File: src/rtl/auto_player_pkg.sv
`default_nettype none
// ============================================================================
//  Module   : auto_player_pkg
//  Purpose  : Shared encodings for the scripted UART opponent: board square
//             codes, result codes (same numbering as the game side), ASCII
//             framing characters and the move priority table.
//  Revision : 1.0  initial release
// ============================================================================
package auto_player_pkg;

    // Board square encodings
    localparam logic [1:0] c_sq_empty = 2'b00;
    localparam logic [1:0] c_sq_o     = 2'b01;
    localparam logic [1:0] c_sq_x     = 2'b10;

    // Result codes
    localparam logic [1:0] c_res_none = 2'd0;
    localparam logic [1:0] c_res_xwin = 2'd1;   // FPGA wins
    localparam logic [1:0] c_res_owin = 2'd2;   // player wins
    localparam logic [1:0] c_res_draw = 2'd3;

    // ASCII characters the parser cares about
    localparam logic [7:0] c_lf    = 8'h0A;
    localparam logic [7:0] c_cr    = 8'h0D;
    localparam logic [7:0] c_bar   = 8'h7C;
    localparam logic [7:0] c_space = 8'h20;
    localparam logic [7:0] c_ch_o  = 8'h4F;
    localparam logic [7:0] c_ch_x  = 8'h58;
    localparam logic [7:0] c_ch_t  = 8'h54;
    localparam logic [7:0] c_ch_s  = 8'h53;
    localparam logic [7:0] c_ch_g  = 8'h67;
    localparam logic [7:0] c_ch_f  = 8'h46;
    localparam logic [7:0] c_ch_h  = 8'h68;
    localparam logic [7:0] c_ch_0  = 8'h30;

    // Move priority, highest priority in the most significant nibble
    localparam logic [35:0] c_move_prio = {4'd5, 4'd1, 4'd3, 4'd7, 4'd9,
                                           4'd2, 4'd4, 4'd6, 4'd8};

    // First empty square in priority order, 0 when the board is full.
    // Walks from lowest to highest priority so the last hit is the winner.
    function automatic logic [3:0] pick_move(input logic [17:0] board);
        logic [3:0] sel;
        logic [3:0] sq;
        sel = 4'd0;
        for (int i = 0; i < 9; i++) begin
            sq = c_move_prio[4*i +: 4];
            if (board[2*(9 - int'(sq)) +: 2] == c_sq_empty) begin
                sel = sq;
            end
        end
        return sel;
    endfunction

    // Map a cell character to {invalid, square code}
    function automatic logic [2:0] char_to_sq(input logic [7:0] ch);
        logic [2:0] r;
        case (ch)
            c_space: r = {1'b0, c_sq_empty};
            c_ch_o:  r = {1'b0, c_sq_o};
            c_ch_x:  r = {1'b0, c_sq_x};
            default: r = {1'b1, c_sq_empty};
        endcase
        return r;
    endfunction

endpackage
`default_nettype wire

File: src/rtl/auto_player_board_line_parser.sv
`default_nettype none
// ============================================================================
//  Module   : board_line_parser
//  Purpose  : Tracks column/row position in the game's text output, rebuilds
//             the 18-bit board from three valid row lines and recognises the
//             three result strings.
//  Ports    : i_clk, i_reset          clock / sync active-high reset
//             i_rx_stb, i_rx_data     received byte strobe and data
//             o_board_stb, o_board    pulse + board when a third row commits
//             o_result_stb, o_result  pulse + code when a result line is seen
//  Revision : 1.0  initial release
// ============================================================================
module board_line_parser
    import auto_player_pkg::*;
(
    input  logic        i_clk,
    input  logic        i_reset,
    input  logic        i_rx_stb,
    input  logic [7:0]  i_rx_data,
    output logic        o_board_stb,
    output logic [17:0] o_board,
    output logic        o_result_stb,
    output logic [1:0]  o_result
);

    logic [3:0] r_col;
    logic [1:0] r_row;
    logic [5:0] r_rowbuf0;
    logic [5:0] r_rowbuf1;
    logic [5:0] r_line;      // squares captured from the current line
    logic [7:0] r_first;     // first byte of the current line
    logic [1:0] r_bar_ok;    // '|' seen at cols 3 and 7
    logic       r_bad;       // an illegal cell character was seen

    logic [2:0] w_sq;
    logic       w_row_valid;

    assign w_sq        = char_to_sq(i_rx_data);
    assign w_row_valid = (r_col == 4'd11) && (&r_bar_ok) && !r_bad;

    always_ff @(posedge i_clk) begin
        if (i_reset) begin
            r_col        <= 4'd0;
            r_row        <= 2'd0;
            r_rowbuf0    <= 6'd0;
            r_rowbuf1    <= 6'd0;
            r_line       <= 6'd0;
            r_first      <= 8'd0;
            r_bar_ok     <= 2'b00;
            r_bad        <= 1'b0;
            o_board      <= 18'd0;
            o_board_stb  <= 1'b0;
            o_result     <= c_res_none;
            o_result_stb <= 1'b0;
        end else begin
            o_board_stb  <= 1'b0;
            o_result_stb <= 1'b0;
            if (i_rx_stb && (i_rx_data != c_cr)) begin
                if (i_rx_data == c_lf) begin
                    if (w_row_valid) begin
                        case (r_row)
                            2'd0: begin
                                r_rowbuf0 <= r_line;
                                r_row     <= 2'd1;
                            end
                            2'd1: begin
                                r_rowbuf1 <= r_line;
                                r_row     <= 2'd2;
                            end
                            default: begin
                                o_board     <= {r_rowbuf0, r_rowbuf1, r_line};
                                o_board_stb <= 1'b1;
                                r_row       <= 2'd0;
                            end
                        endcase
                    end else if ((r_col == 4'd0) && (r_row != 2'd0)) begin
                        // Blank line mid-board: discard the partial board
                        r_row <= 2'd0;
                    end
                    r_col    <= 4'd0;
                    r_line   <= 6'd0;
                    r_first  <= 8'd0;
                    r_bar_ok <= 2'b00;
                    r_bad    <= 1'b0;
                end else begin
                    if (r_col != 4'd15) begin
                        r_col <= r_col + 4'd1;
                    end
                    case (r_col)
                        4'd0: r_first <= i_rx_data;
                        4'd1: begin
                            r_line[5:4] <= w_sq[1:0];
                            r_bad       <= r_bad | w_sq[2];
                        end
                        4'd3: r_bar_ok[0] <= (i_rx_data == c_bar);
                        4'd4: begin
                            if ((r_first == c_ch_t) && (i_rx_data == c_ch_g)) begin
                                o_result     <= c_res_draw;
                                o_result_stb <= 1'b1;
                            end else if ((r_first == c_ch_t) && (i_rx_data == c_ch_f)) begin
                                o_result     <= c_res_xwin;
                                o_result_stb <= 1'b1;
                            end else if ((r_first == c_ch_s) && (i_rx_data == c_ch_h)) begin
                                o_result     <= c_res_owin;
                                o_result_stb <= 1'b1;
                            end
                        end
                        4'd5: begin
                            r_line[3:2] <= w_sq[1:0];
                            r_bad       <= r_bad | w_sq[2];
                        end
                        4'd7: r_bar_ok[1] <= (i_rx_data == c_bar);
                        4'd9: begin
                            r_line[1:0] <= w_sq[1:0];
                            r_bad       <= r_bad | w_sq[2];
                        end
                        default: ;
                    endcase
                end
            end
        end
    end

endmodule
`default_nettype wire

File: src/rtl/auto_player.sv
`default_nettype none
// ============================================================================
//  Module   : auto_player
//  Purpose  : Scripted far-end opponent for the game's UART link. Parses the
//             printed board, waits for the line to go quiet and answers with
//             a move digit '1'..'9'; a result line cancels a pending move.
//  Ports    : i_clk, i_reset          clock / sync active-high reset
//             i_rx_stb, i_rx_data     byte from the receiver
//             i_tx_busy               transmitter busy
//             o_tx_stb, o_tx_data     one-cycle send strobe and byte
//             o_board, o_board_stb    last complete board and its pulse
//             o_result, o_result_stb  last result code and its pulse
//             o_move                  last move sent
//  Revision : 1.0  initial release
// ============================================================================
module auto_player
    import auto_player_pkg::*;
#(
    parameter logic [23:0] QUIET_CLKS = 24'd20000
) (
    input  logic        i_clk,
    input  logic        i_reset,
    input  logic        i_rx_stb,
    input  logic [7:0]  i_rx_data,
    input  logic        i_tx_busy,
    output logic        o_tx_stb,
    output logic [7:0]  o_tx_data,
    output logic [17:0] o_board,
    output logic        o_board_stb,
    output logic [1:0]  o_result,
    output logic        o_result_stb,
    output logic [3:0]  o_move
);

    localparam logic [1:0] c_st_parse = 2'd0;
    localparam logic [1:0] c_st_wait  = 2'd1;
    localparam logic [1:0] c_st_pick  = 2'd2;
    localparam logic [1:0] c_st_send  = 2'd3;

    logic [1:0]  r_state;
    logic        r_board_ready;
    logic [23:0] r_quiet;
    logic [3:0]  w_pick;

    board_line_parser u_parser (
        .i_clk        (i_clk),
        .i_reset      (i_reset),
        .i_rx_stb     (i_rx_stb),
        .i_rx_data    (i_rx_data),
        .o_board_stb  (o_board_stb),
        .o_board      (o_board),
        .o_result_stb (o_result_stb),
        .o_result     (o_result)
    );

    assign w_pick = pick_move(o_board);

    // Strobe is qualified by busy directly so it can never overlap busy;
    // leaving SEND on the same edge keeps it to a single cycle.
    assign o_tx_stb = (r_state == c_st_send) && !i_tx_busy;

    always_ff @(posedge i_clk) begin
        if (i_reset) begin
            r_state       <= c_st_parse;
            r_board_ready <= 1'b0;
            r_quiet       <= 24'd0;
            o_move        <= 4'd0;
            o_tx_data     <= 8'd0;
        end else begin
            // A result in the same cycle as a board commit takes precedence
            if (o_result_stb) begin
                r_board_ready <= 1'b0;
            end else if (o_board_stb) begin
                r_board_ready <= 1'b1;
            end

            case (r_state)
                c_st_parse: begin
                    if (r_board_ready && !o_result_stb) begin
                        r_quiet <= 24'd0;
                        r_state <= c_st_wait;
                    end
                end
                c_st_wait: begin
                    if (o_result_stb) begin
                        r_state <= c_st_parse;
                    end else if (i_rx_stb) begin
                        r_quiet <= 24'd0;
                    end else if (r_quiet == QUIET_CLKS - 24'd1) begin
                        r_state <= c_st_pick;
                    end else if (r_quiet != 24'hFF_FFFF) begin
                        r_quiet <= r_quiet + 24'd1;
                    end
                end
                c_st_pick: begin
                    if (w_pick == 4'd0) begin
                        r_board_ready <= 1'b0;
                        r_state       <= c_st_parse;
                    end else begin
                        o_move    <= w_pick;
                        o_tx_data <= c_ch_0 + {4'h0, w_pick};
                        r_state   <= c_st_send;
                    end
                end
                default: begin
                    if (!i_tx_busy) begin
                        r_board_ready <= 1'b0;
                        r_state       <= c_st_parse;
                    end
                end
            endcase
        end
    end

endmodule
`default_nettype wire
File: config.mk
export PLATFORM = sky130hd
export DESIGN_NAME = auto_player
export DESIGN_NICKNAME = d
export VERILOG_FILES = /design/src/rtl/auto_player_pkg.sv /design/src/rtl/auto_player_board_line_parser.sv /design/src/rtl/auto_player.sv
export SDC_FILE = /design/constraint.sdc
export NUM_CORES = 1
export LEC_CHECK = 0
export CORE_ASPECT_RATIO = 1.75
export CORE_MARGIN = 4
export CORE_UTILIZATION = 30
export DETAILED_ROUTE_END_ITERATION = 16
export SYNTH_ARGS = -nofsm -noshare
export SYNTH_HDL_FRONTEND = slang
export SYNTH_SLANG_ARGS = --single-unit
export TNS_END_PERCENT = 20
File: constraint.sdc
create_clock -name i_clk -period 5.35 [get_ports i_clk]
set_clock_uncertainty 0.1 [all_clocks]
set_input_delay 0.8025 -clock i_clk [delete_from_list [all_inputs] [get_ports i_clk]]
set_output_delay 0.8025 -clock i_clk [all_outputs]
set_load 0.02 [all_outputs]
After elaboration in Yosys (flattened, before gate mapping):

Cells that the tools add are included.

* output and inout port bits: 35
* register bits: 96
* bits of input ports: 12
* word-level logic and storage cells: 172

* bitwise gates (word level): 7
* reductions and logical operators: 59
* multiplexer cells: 51
* add/sub/neg operators: 3
* eq/ne operators: 32

Operator list (number)
* $mux 24: 5
* $eq 8x7->1 const B: 8
* $pmux 24 s2: 1
* $mux 4: 11
* $mux 2: 15
* $add 24x1->24 const B: 1
* $eq 24x15->1 const B: 1
* $ne 24x24->1 const B: 1
* $logic_not 2->1: 11
* $reduce_bool 2->1: 11
* $reduce_and 2->1: 10
* $reduce_and 4->1: 5
* $mux 8: 2
* $eq 4x3->1 const B: 3
* $mux 1: 12
* $logic_and 1x1->1: 9
* $pmux 3 s3: 1
* $eq 4x4->1 const B: 2
* $eq 8x4->1 const B: 1
* $eq 8x6->1 const B: 1
* $logic_not 4->1: 2
* $ne 8x4->1 const B: 1
* $reduce_or 4->1: 2
* $add 6x4->7 const A: 1
* other kinds (22): 35

Longest topological paths before layout:

Gate-level depths: netlist of the first run.

* word-level depth: 13
* gate-level depth with buffers: 9
* gate-level depth less buffers: 6

Modules after synthesis:

From an unflattened synthesis of the first run, not the netlist that was laid out.

* cell total of the unflattened synthesis: 566
* area, all modules: 4763.3 um^2

Modules (own cells, without submodules)
* board_line_parser: cells each 300, seq. area each 1141.1 um^2, instances 1, area each 2693.8 um^2
* auto_player: cells each 266, seq. area each 640.6 um^2, instances 1, area each 2069.5 um^2

Worst setup path before layout of the first run:

No wires, ideal clock.

* path type: in2reg
* start point: input i_rx_data[0]
* end point: register u_parser.r_rowbuf0[0]
* slack: 2772 ps
* data required time: 5122 ps
* arrival: 2351 ps
* buffers on the path: 1
* cell stages on the path: 6
* library setup time: 128 ps
* cell sequence: buf_2 -> nor3b_1 -> nand4_2 -> nor4b_4 -> mux2i_1 -> nor2_1

* word-level cells in the longest chain between the ends: 3
* elaborated cells on any way between the ends: 4
* those cells by class: 2 x eq/ne; 2 x reduce/logical

Ends and longest elaborated chain
* start: declaration: RTL line auto_player.sv:24 `input logic [7:0] i_rx_data,`
* $ne 8x4->1: RTL line auto_player_board_line_parser.sv:58 `if (i_rx_stb && (i_rx_data != c_cr)) begin`
* $logic_and 1x1->1: RTL line auto_player_board_line_parser.sv:58
* $reduce_and 4->1 (no source line) (*)
* end signal: assignment: RTL line auto_player_board_line_parser.sv:63 `r_rowbuf0 <= r_line;`
* end: declaration: RTL line auto_player_board_line_parser.sv:28 `logic [5:0] r_rowbuf0;`

Every way passes the cells marked *; elsewhere a longest branch is shown, timed or not.
A chain may end at the register's enable or synchronous reset.

Worst setup path after layout of the first run:

* start point: input i_tx_busy
* end point: output o_tx_stb

* word-level cells in the longest chain between the ends: 2

Ends and longest elaborated chain
* start: declaration: RTL line auto_player.sv:25 `input logic i_tx_busy,`
* $logic_not 1->1
* $logic_and 1x1->1: RTL line auto_player.sv:60 `assign o_tx_stb = (r_state == c_st_send) && !i_tx_busy;`
* end: declaration: RTL line auto_player.sv:26 `output logic o_tx_stb,`

No other way between the ends.

==> results of run 1 <==
==> metrics by stage <==
step	setup WS (ps)	utilization (%)	hold slack, ps
after floorplan	2770	-	331
after detailed placement	1880	34.0	352
after CTS	2190	36.0	363
after global placement	1920	34.0	343
after global routing	1970	36.0	381
final	2200	36.0	358
==> cells in the mapped netlist, types with 8 or more instances <==
master / n / area, µm²
a21oi_1: 45 / 225
a21oi_2: 8 / 70.1
and3_1: 9 / 56.3
buf_4: 9 / 67.6
clkbuf_1: 13 / 48.8
dfxtp_1: 89 / 1780
inv_1: 8 / 30.0
mux2i_1: 19 / 190
nand2_1: 67 / 251
nand3_1: 30 / 150
nand4_1: 13 / 81.3
nor2_1: 47 / 176
nor3_1: 9 / 45.0
nor4_1: 10 / 62.6
==> power by group <==
group / internal [µW] / total, µW / switching [µW]
combinational: 23.0 / 62.6 / 39.6
clock: 327 / 618 / 291
sequential: 668 / 672 / 4.10
==> per-layer routing <==
layer / part of all wire [%] / track usage [%] / vias up
li1: - / - / 1935
met1: 39 / 14.4 / 1892
met2: 55 / 24.9 / 76
met3: 2.7 / 1.87 / 22
met4: 2.9 / 7.49 / 0
met5: 0 / 0 / -
==> final cells by class <==
class	instances	share of cell area (%)
Clock buffer	9	4.35
Inverter	8	0.580
Timing Repair Buffer	48	8.99
Tap cell	180	4.35
Sequential cell	89	34.4
Clock inverter	7	1.31
Multi-Input combinational cell	385	46.0
==> worst max-delay path, cell delays in order <==
cell and delay, ps:
clkdlybuf4s50_1 450, nor3b_1 300, clkdlybuf4s50_1 690
==> cell families (layout without fill, tap and decap cells) <==
family / Yosys count / after routing / share of synthesized area (%)
adders and majority gates: 4 / 4 / 1.14
AOI/OAI and AO/OA: 110 / 110 / 17.2
and+or+nand+nor: 244 / 244 / 30.1
buffers and inverters: 41 / 72 / 5.38
DFF: 89 / 89 / 40.5
muxes: 20 / 20 / 4.58
other: 1 / 2 / 0.0853
xor gates and xnor gates: 5 / 5 / 0.997
==> sequential cells by signal, summed over array words and instances, names as in the netlist, 2 cells and up <==
| register | flops |
|---|---|
| u_parser.r_rowbuf1 | 6 |
| r_state | 2 |
| u_parser.r_bar_ok | 2 |
| u_parser.o_board | 18 |
| u_parser.r_row | 2 |
| o_tx_data | 2 |
| u_parser.r_line | 6 |
| u_parser.r_first | 8 |
| o_move | 3 |
| r_quiet | 24 |
| u_parser.o_result | 2 |
| u_parser.r_col | 4 |
| u_parser.r_rowbuf0 | 6 |
==> final timing paths <==
path,end,slack (ps),cells past startpoint
setup / recovery,o_tx_stb,2200,3
setup reg to reg,r_quiet[14]$_SDFFE_PP0P_,2470,6
hold / removal,u_parser.o_board[6]$_SDFFE_PP0P_,360,2
hold reg to reg,u_parser.o_board[6]$_SDFFE_PP0P_,360,2
==> impl_metrics.ini, run 1 <==
[final_layout]
finalNetCount = 557
drive_above_1_share_pct = 10.6
diodes = 0
fillers = 1456
area_growth_syn_to_layout_pct = 17.8
final_cell_count_no_fill = 726
seqCellArea_um2 = 1780
final_cell_mix = dfxtp_1 (89), nand2_1 (67), nor2_1 (47)
multi_input_area_um2 = 2380
layout.cells.most_common = dfxtp_1
stdcell_area_um2 = 5170

[grt]
antenna_found_initial = 0
grt_pass1_wl_um = 18400
grt_pass1_vias = 3727
grt_usage_pct = 13.5
overflow = 0
grt_max_degree = 65

[power_and_ir_drop]
p_leak_uw = 0.00171
p_total_uw = 1350
power_density_nw_per_um2 = 261
ir_worst_vdd_v = 0.000148

[yosys]
async_reset_ff_share_pct = 0
seq_area_frac_synth_pct = 40.5
syn-mean-instance-area_um2 = 8.55
syn_area_um2 = 4390
yosysUniqueCellTypes = 74
ys_seq_elements = 89
ys_warn_count = 0
syn_inst = 514
synth_ff_type = dfxtp_1
synth-edff-count = 0

[clock_network]
cts.clk_slew.worst_paths_ps = 60
hold_buffers = 0
cts_tree = built
post_cts_resized = 0
root_buffer = clkbuf_16
clk_path_buf_depth = 2
htreeDepth = 3
postCtsSetupBuffers = 0
cts_buffers = 9
cts_sinks = 89
insertion_delay_ps = 340

[critical_path]
worstPathArrival_ps = 2250
path_class = in -> out
required_ps = 4450
rr_startpoint = r_quiet[16]$_SDFFE_PP0P_
critPathLaunchType = input port
path_max_fanout = 3
endpoint_kind = primary output
worstSetupStartpoint = i_tx_busy

[timing]
finalSetupViolations = 0
hold_violations = 0
max_freq_ghz = 0.317
drv_slew = 0
maxSlewHeadroom_pct = 26.6
fin_setup_tns_ps = 0
post-route-period-util_pct = 58.9
fin_crit_ps = 3150
tightestPinTransition_ps = 1100
rsz0062_at_grt = no

[die]
pin_count = 47
core_area_um2 = 14400
dieArea_um2 = 16700
rows = 58
die_x_um = 99.5
die-height_um = 168
start_util_pct = 30.6

[job]
drv_cap = 0

[placement]
dpl.hpwl_um = 8270
dp_cells = 710
portBuffers = 44
place_area_um2 = 4880
place_congestion = 0.789

[hold_path]
hp-class = reg -> reg
hp-start = u_parser.r_rowbuf1[0]$_SDFFE_PP0P_

[route]
drtAntennaViolNets = 0
wl_um = 11200
wl_per_cell_um = 15.4
dr.pass1.iters = 4
drc = 0
dr.first_iter.drc_count = 189
via_per_inst = 5.41
vias = 3925

[outcome]
status = complete, no violations
(Power assumes the default switching activity.)
==> run 2, diff against run 1 <==
==> constraint.sdc (replaced) <==
create_clock -name i_clk -period 3.1 [get_ports i_clk]
set_clock_uncertainty 0.1 [all_clocks]
set_input_delay 0.465 -clock i_clk [delete_from_list [all_inputs] [get_ports i_clk]]
set_output_delay 0.465 -clock i_clk [all_outputs]
set_load 0.02 [all_outputs]
==> impl_metrics.ini, run 2 (same netlist as run 1, synthesis figures left out) <==
[clock_network]
cts_sinks = 89
cts_buffers = 9
root_buffer = clkbuf_16
clk_path_buf_depth = 2
postCtsSetupBuffers = 0
cts_tree = built
cts.clk_slew.worst_paths_ps = 60
htreeDepth = 3
insertion_delay_ps = 330
hold_buffers = 0
post_cts_resized = 0

[critical_path]
path_max_fanout = 11
crit_chain = clkdlybuf4s50_1, or4b_1, o31a_1, a21o_1, mux2i_1, nor2_1
path_class = in -> reg
path_buf_inv = 1
worstPathArrival_ps = 2620
critPathMaxStageDelay_ps = 590
endpoint_kind = flip-flop
critPathTopFamily = compound AO/OA/AOI/OAI gates
cp_slowest_cell = or4b_1
required_ps = 3200
critPathLaunchType = input port

[route]
wl_per_cell_um = 15.3
vias = 3952
dr.pass1.iters = 4
dr.first_iter.drc_count = 171
drtAntennaViolNets = 0
wl_um = 11300
drc = 0
via_per_inst = 5.36

[final_layout]
biggestRegsByFlops = r_quiet (24), u_parser.o_board (18), u_parser.r_first (8)
final_cell_mix = dfxtp_1 (89), nand2_1 (67), nor2_1 (47)
fillers = 1469
regMostFlops = r_quiet
layout.cells.most_common = dfxtp_1
seqCellArea_um2 = 1780
finalNetCount = 569
diodes = 0
largest_reg_flops = 24
multi_input_area_um2 = 2380
drive_above_1_share_pct = 12.5
area_growth_syn_to_layout_pct = 20.1

[die]
dieArea_um2 = 16700
die_x_um = 99.5
pin_count = 47
die-height_um = 168
start_util_pct = 30.6
core_area_um2 = 14400
rows = 58

[grt]
grt_pass1_wl_um = 19100
grt_max_degree = 63
antenna_found_initial = 0
grt_pass1_vias = 3915
grt_usage_pct = 13.9
overflow = 0

[job]
drv_cap = 0

[power_and_ir_drop]
power_density_nw_per_um2 = 451
ir_worst_vdd_v = 0.000239
power_frac_comb_pct = 4.8
p_sw_share_pct = 22.3
switching_power_uw = 531
seq_power_share_pct = 48.8
clockPowerShare_pct = 46.4
p_leak_uw = 0.00178
internal_power_uw = 1850

[placement]
portBuffers = 44
dpl.hpwl_um = 8670
place_congestion = 0.853

[timing]
timing.hold.ws_ps = 358
fin_setup_tns_ps = 0
maxSlewHeadroom_pct = 48.4
rsz0062_at_grt = no
finalSetupViolations = 0
fin_crit_ps = 2520
post-route-period-util_pct = 81.4
hold_violations = 0
tightestPinTransition_ps = 763
max_freq_ghz = 0.396
drv_slew = 0

[hold_path]
hp-class = reg -> reg

[outcome]
status = complete, no violations
-- run 2: stage by stage --
stage          instances  total power (µW)  utilization (%)  setup WS, ps  instance area (µm²)
5_1_grt              738              2460             36.7           429                 5280
6_report             738              2380             36.7           577                 5280
2_1_floorplan        515              1260                -           859                 4400
3_3_place_gp         722              1300             34.6           308                 4970
4_1_cts              738              2400             36.7           613                 5280
3_5_place_dp         722              1300             34.6           255                 4970
-- run 2: final timing paths --
check                                                          to  slack (ps)  depth (start not counted)                          startpoint
worst min-delay path            u_parser.o_board[15]$_SDFFE_PP0P_         360                          2  u_parser.r_rowbuf0[3]$_SDFFE_PP0P_
worst max-delay path             u_parser.r_first[2]$_SDFFE_PP0P_         580                          6                        i_rx_data[6]
worst min register to register  u_parser.o_board[15]$_SDFFE_PP0P_         360                          2  u_parser.r_rowbuf0[3]$_SDFFE_PP0P_
worst max register to register           r_quiet[23]$_SDFFE_PP0P_         610                          5             r_quiet[5]$_SDFFE_PP0P_
-- run 2: cell type report --
type,instances,share of cell area [%]
Tap cell,180,4.27
Inverter,8,0.569
Clock inverter,6,1.23
Clock buffer,10,4.53
Timing Repair Buffer,60,10.5
Sequential cell,89,33.8
Multi-Input combinational cell,385,45.1
-- run 2: power by group through the flow --
stage,Combinational (µW),Clock (µW),Sequential (µW)
finish,114,1100,1160
global route,125,1170,1160
CTS,114,1130,1160
detailed placement,113,0,1190
global placement,110,0,1190
floorplan,76.1,0,1180
-- run 2: per-layer routing --
metal  global-route usage [%]  vias to the layer above  wire length, µm
li1                         -                     1956                -
met1                     14.2                     1901             4400
met4                     7.43                        0              488
met5                        0                        -                0
met3                     2.24                       20              270
met2                     26.2                       75             6170
-- run 2: worst min-delay path, cell delays in order (launching register included) --
cell	delay [ps]
dfxtp_1	310
nand2_1	50
a21oi_1	50
